## src/rtl/mem_bus_ctrl.sv

```systemverilog
// mem_bus_ctrl: single-request SRAM bus controller with fixed wait states for the LC-3 MAR/MDR path.
module mem_bus_ctrl #(
    parameter int unsigned WAIT_CYCLES = 2
) (
    input  logic        Clk,
    input  logic        Reset,
    input  logic        Req,
    input  logic        WE,
    input  logic [15:0] Addr,
    input  logic [15:0] Wdata,
    output logic [15:0] Rdata,
    output logic        Ready,
    output logic        Busy,
    output logic [15:0] Mem_Addr,
    output logic [15:0] Mem_Dout,
    input  logic [15:0] Mem_Din,
    output logic        Mem_CE,
    output logic        Mem_OE,
    output logic        Mem_WE
);
    typedef enum logic [1:0] {IDLE, ACCESS, DONE} state_t;
    state_t state, state_nxt;
    logic [3:0] cnt, cnt_nxt;
    logic we_q, accept, finish;
    logic [15:0] addr_q, wdata_q, rdata_q;
    always_ff @(posedge Clk) begin
        if (Reset) begin
            state   <= IDLE;
            cnt     <= '0;
            we_q    <= 1'b0;
            addr_q  <= '0;
            wdata_q <= '0;
            rdata_q <= '0;
        end else begin
            state <= state_nxt;
            cnt   <= cnt_nxt;
            if (accept) begin
                we_q    <= WE;
                addr_q  <= Addr;
                wdata_q <= Wdata;
            end
            if (finish && !we_q) rdata_q <= Mem_Din;
        end
    end
    // The counter parks at zero on the last ACCESS cycle, so it never wraps.
    always_comb begin
        state_nxt = state;
        cnt_nxt   = cnt;
        accept    = 1'b0;
        finish    = 1'b0;
        case (state)
            IDLE: if (Req) begin
                accept    = 1'b1;
                cnt_nxt   = 4'(WAIT_CYCLES);
                state_nxt = ACCESS;
            end
            ACCESS: if (cnt == 4'd0) begin
                finish    = 1'b1;
                state_nxt = DONE;
            end else cnt_nxt = cnt - 4'd1;
            DONE:    state_nxt = IDLE;
            default: state_nxt = IDLE;
        endcase
    end
    assign Ready    = state == DONE;
    assign Busy     = state != IDLE;
    assign Mem_CE   = state == ACCESS;
    assign Mem_OE   = Mem_CE & ~we_q;
    assign Mem_WE   = Mem_CE & we_q;
    assign Mem_Addr = addr_q;
    assign Mem_Dout = wdata_q;
    assign Rdata    = rdata_q;
endmodule

```

## config.mk

```make
export PLATFORM = sky130hd
export DESIGN_NAME = mem_bus_ctrl
export DESIGN_NICKNAME = d
export VERILOG_FILES = /design/src/rtl/mem_bus_ctrl.sv
export SDC_FILE = /design/constraint.sdc
export NUM_CORES = 1
export LEC_CHECK = 0
export CELL_PAD_IN_SITES_DETAIL_PLACEMENT = 1
export CELL_PAD_IN_SITES_GLOBAL_PLACEMENT = 2
export CORE_UTILIZATION = 33
export DETAILED_ROUTE_END_ITERATION = 6
export DONT_BUFFER_PORTS = 1
export GPL_ROUTABILITY_DRIVEN = 0
export PLACE_DENSITY_LB_ADDON = 0.1
export SLEW_MARGIN = 0
export SYNTH_ARGS = -nofsm -noshare
export SYNTH_HDL_FRONTEND = slang
export SYNTH_SLANG_ARGS = --single-unit
```

## constraint.sdc

```tcl
create_clock -name Clk -period 1.95 [get_ports Clk]
set_input_delay 0.2925 -clock Clk [delete_from_list [all_inputs] [get_ports Clk]]
set_output_delay 0.2925 -clock Clk [all_outputs]
set_load 0.01 [all_outputs]
```

Word level (Yosys, flattened, before mapping):

Cells that the tools add are included.

* register bits: 55
* output and inout bits: 53
* logic and storage cells: 33

* $add $sub $neg: 1
* equality and inequality tests: 5
* multiplexer cells: 10
* bitwise logic cells: 3
* reduce and logical (&&, ||, !) cells: 8

Operator list (count)
* $mux 4: 2
* $pmux 4 s2: 1
* $logic_not 4->1: 1
* $mux 1: 4
* $mux 2: 2
* $ne 2x2->1 const B: 2
* $pmux 2 s2: 1
* $reduce_bool 2->1: 2
* $sub 4x1->4 const B: 1
* $reduce_and 3->1: 1
* $and 1x1->1: 2
* $eq 2x1->1 const B: 1
* $eq 2x2->1 const B: 1
* $logic_not 2->1: 1
* $ne 2x1->1 const B: 1
* $reduce_and 2->1: 1
* $logic_and 1x1->1: 1
* $logic_not 1->1: 1
* $not 1->1: 1

Depth between registers and ports, before layout:

* depth in word-level cells: 4
* depth in mapped cells: 7

Least setup slack after synthesis:

Ideal clock, no wire load.

* kind: register to register
* start point: register cnt[0]
* end point: register cnt[3]
* arrival: 1481 ps
* path slack: 390 ps
* cell stages (with the launch flop): 6
* buffers on the path: 0
* cell sequence: dfxtp_1 > inv_1 > ha_1 > nor4bb_2 > or4_1 > a211oi_2

* cells in the longest elaborated chain, start to end: 3
* elaborated cells between the ends (all ways): 6
* classes of those cells: add/sub: 1; eq/ne: 1; mux: 2; reduce/logical: 2

RTL lines
* start, declared: RTL line 23 `logic [3:0] cnt, cnt_nxt;`
* start signal, assigned: RTL line 36 `cnt <= cnt_nxt;`
* $sub 4x1->4 or $logic_not 4->1 (tied branches): RTL line 60, 57
* $mux 4 or $ne 2x2->1 (tied branches)
* $pmux 4 s2 or $reduce_and 3->1 (tied branches)

Parallel ways exist; a longest one is shown, timed or not. The select of a mux whose other input is x is not followed.
A chain may end at the register's enable or synchronous reset.

Worst setup path after layout:

* start point: register state[1]
* end point: output Mem_OE

* cells in the longest elaborated chain, start to end: 2

RTL lines
* start, declared: RTL line 22 `state_t state, state_nxt;`
* start signal, assigned: RTL line 35 `state <= state_nxt;`
* $eq 2x1->1: RTL line 67 `assign Mem_CE = state == ACCESS;`
* $and 1x1->1: RTL line 68 `assign Mem_OE = Mem_CE & ~we_q;`
* end, declared: RTL line 18 `output logic Mem_OE,`

Every way passes these cells.

==> results.ini <==
[sta]
worst_slack_ns=0.205
rsz0062_at_grt=no
fin_crit_ns=1.75
hold_ws_ns=0.0505
worst_pin_slew_ns=0.636
hold_viol_final=0
tns_ns=0
relSlewSlack_pct=57.6
setup_violations=0
fin_skew_ns=0.00565
slew_viol_final=0
max_freq_mhz=573
fin_crit_sh_pct=89.5

[yosys]
synthArstFlopShare_pct=0
synth_cell_type_count=30
synth.most_common_cell=nand2_1
synth_top_flop_cell=dfxtp_1
ys_top_cells_by_area=dfxtp_1 52%, a21oi_1 12%, nand2_1 12%
synth_top_area_share_pct=51.9
synthesis.nets=311
syn_inst=257
synth_commonest_cells=66 x nand2_1, 55 x dfxtp_1, 50 x a21oi_1
ys.warnings.count=0
ys_seq_area_share_pct=51.9
avgSynthCellArea_um2=8.25
synthesis.area_um2=2120
synth_area_leader_cell=dfxtp_1
yosys_register_bits=55
synth_edf_count=0

[cells_and_area]
antenna_cells=0
drive_above_1_share_pct=7.23
final_util_pct=37.3
fill_cells=731
syn_to_final_growth_pct=6.61
stdcell_area_um2=2260
fin_nets=303

[placement]
dp_hpwl_um=3520
portBuffers=0
pre_cts_ws_ns=0.238
place_area_um2=2160

[clocking]
cts_resized=0
clkTransAtPathRegs_ns=0.09
ctsHoldBuffers=0
htree_levels=2
cts_root_buf=clkbuf_8
cts_tree=yes
clk_path_buf_depth=2
clkLatencyLatePin_ns=0.30
cts_made_buffers=5
clock_sinks=55
cts_setup_buffers=0

[critical_path]
r2r_setup_slack_ns=0.24
timing.rr.start=cnt[0]
cp-start-kind=register
cp.required_ns=1.66
critPathMaxFanout=17
cp-startpoint=state[1]
arrival_ns=1.45
crit_type=register to primary output
crit_path_end_kind=primary output

[floorplanning]
die_w_um=82.1
die-area_um2=6750
rows=28
ios=105
die_h_um=82.1
coreArea_um2=6060
initial_core_util_pct=35.0

[worst_hold_path]
hold_class=input port to register
hp-start=Reset

[detailed_routing]
drt_iter0_markers=77
vias_per_cell=5.28
wl_per_cell_um=16.5
drt-total-wl_um=5350
first_pass_iters=4
vias=1710
drc=0
antenna_left=0

[grt]
grt_max_degree=56
antenna_found_initial=0
grt_first_pass_wirelength_um=8060
overflow=0
grt_pass1_vias=1625
groute.usage.overall_pct=15.9

[run]
cap_violations=0

[pwr]
power_density_nw_per_um2=1110
peakVddDrop_uv=379
p_leak_nw=0.800

[status]
outcome=finished, final reports clean

==> worst paths after layout <==
path	cells past startpoint	endpoint
max reg2reg	5	Rdata[2]
max	2	Mem_OE
min reg2reg	2	we_q
min	1	Mem_Dout[14]
==> routing by layer <==
metal	wire [µm]	GRT usage (%)	share of wire (%)	vias to the layer above
li1	-	-	-	845
met1	2300	20.1	43	799
met2	2480	24.8	46	61
met3	524	6.59	9.8	5
met4	49	4.21	0.92	0
met5	0	0	0	-
==> flip-flops by register name (all words and copies together), names as in the netlist <==
name      cells
Mem_Addr     16
Mem_Dout     16
Rdata        16
cnt           4
state         2
we_q          1
==> through the flow <==
step           power [W]  std cells
5_1_grt          0.00267        324
3_3_place_gp     0.00181        317
3_5_place_dp     0.00182        317
4_1_cts          0.00256        324
2_1_floorplan    0.00172        257
6_report         0.00250        324
==> cell usage in the layout, fill, tap and decap left out <==
cell type,count
or4_1,2
nor2_1,1
o21ba_2,1
or2_2,1
o21bai_1,1
o21ai_1,10
bufinv_16,1
nand2b_1,1
a211oi_2,1
o31ai_1,1
nor3_1,2
clkinv_2,1
nor3b_2,1
nor3b_4,1
a21oi_1,50
ha_1,2
dfxtp_1,55
buf_4,5
a211oi_1,2
nand4bb_1,1
a311oi_1,1
or3_1,1
nor4bb_2,1
clkbuf_1,1
o21ai_0,8
and2_1,1
clkbuf_8,5
nor2b_1,1
or3b_1,3
inv_1,4
nand2_1,66
nand3_1,17
==> power breakdown <==
part           switching, W  leakage (nW)  internal (W)
Combinational      0.000290         0.299      0.000152
Sequential         0.000115         0.450       0.00122
Clock              0.000345        0.0513      0.000377
==> area by class of cell <==
cell class | count | area, µm² | share of cell area (%)
Clock inverter | 1 | 30.0 | 1.33
Inverter | 5 | 20.0 | 0.886
Tap cell | 75 | 93.8 | 4.15
Multi-Input combinational cell | 177 | 905 | 40.0
Timing Repair Buffer | 5 | 37.5 | 1.66
Sequential cell | 55 | 1100 | 48.7
Clock buffer | 6 | 72.6 | 3.21
==> critical path: stages, from the launching register on <==
cell and delay [ns]:
dfxtp_1 0.39, or3b_1 0.51, clkinv_2 0.26
==> kinds of logic (layout without fill, tap and decap cells) <==
group           count (synthesis)  count (layout)  share of synthesized area (%)
compound gates                 75              75                           18.9
fa+ha+maj                       2               2                           1.18
buf+inv                        25              17                           5.67
flops                          55              55                           51.9
simple gates                  100             100                           22.3
Note: power is estimated with default switching activity, not from simulation.
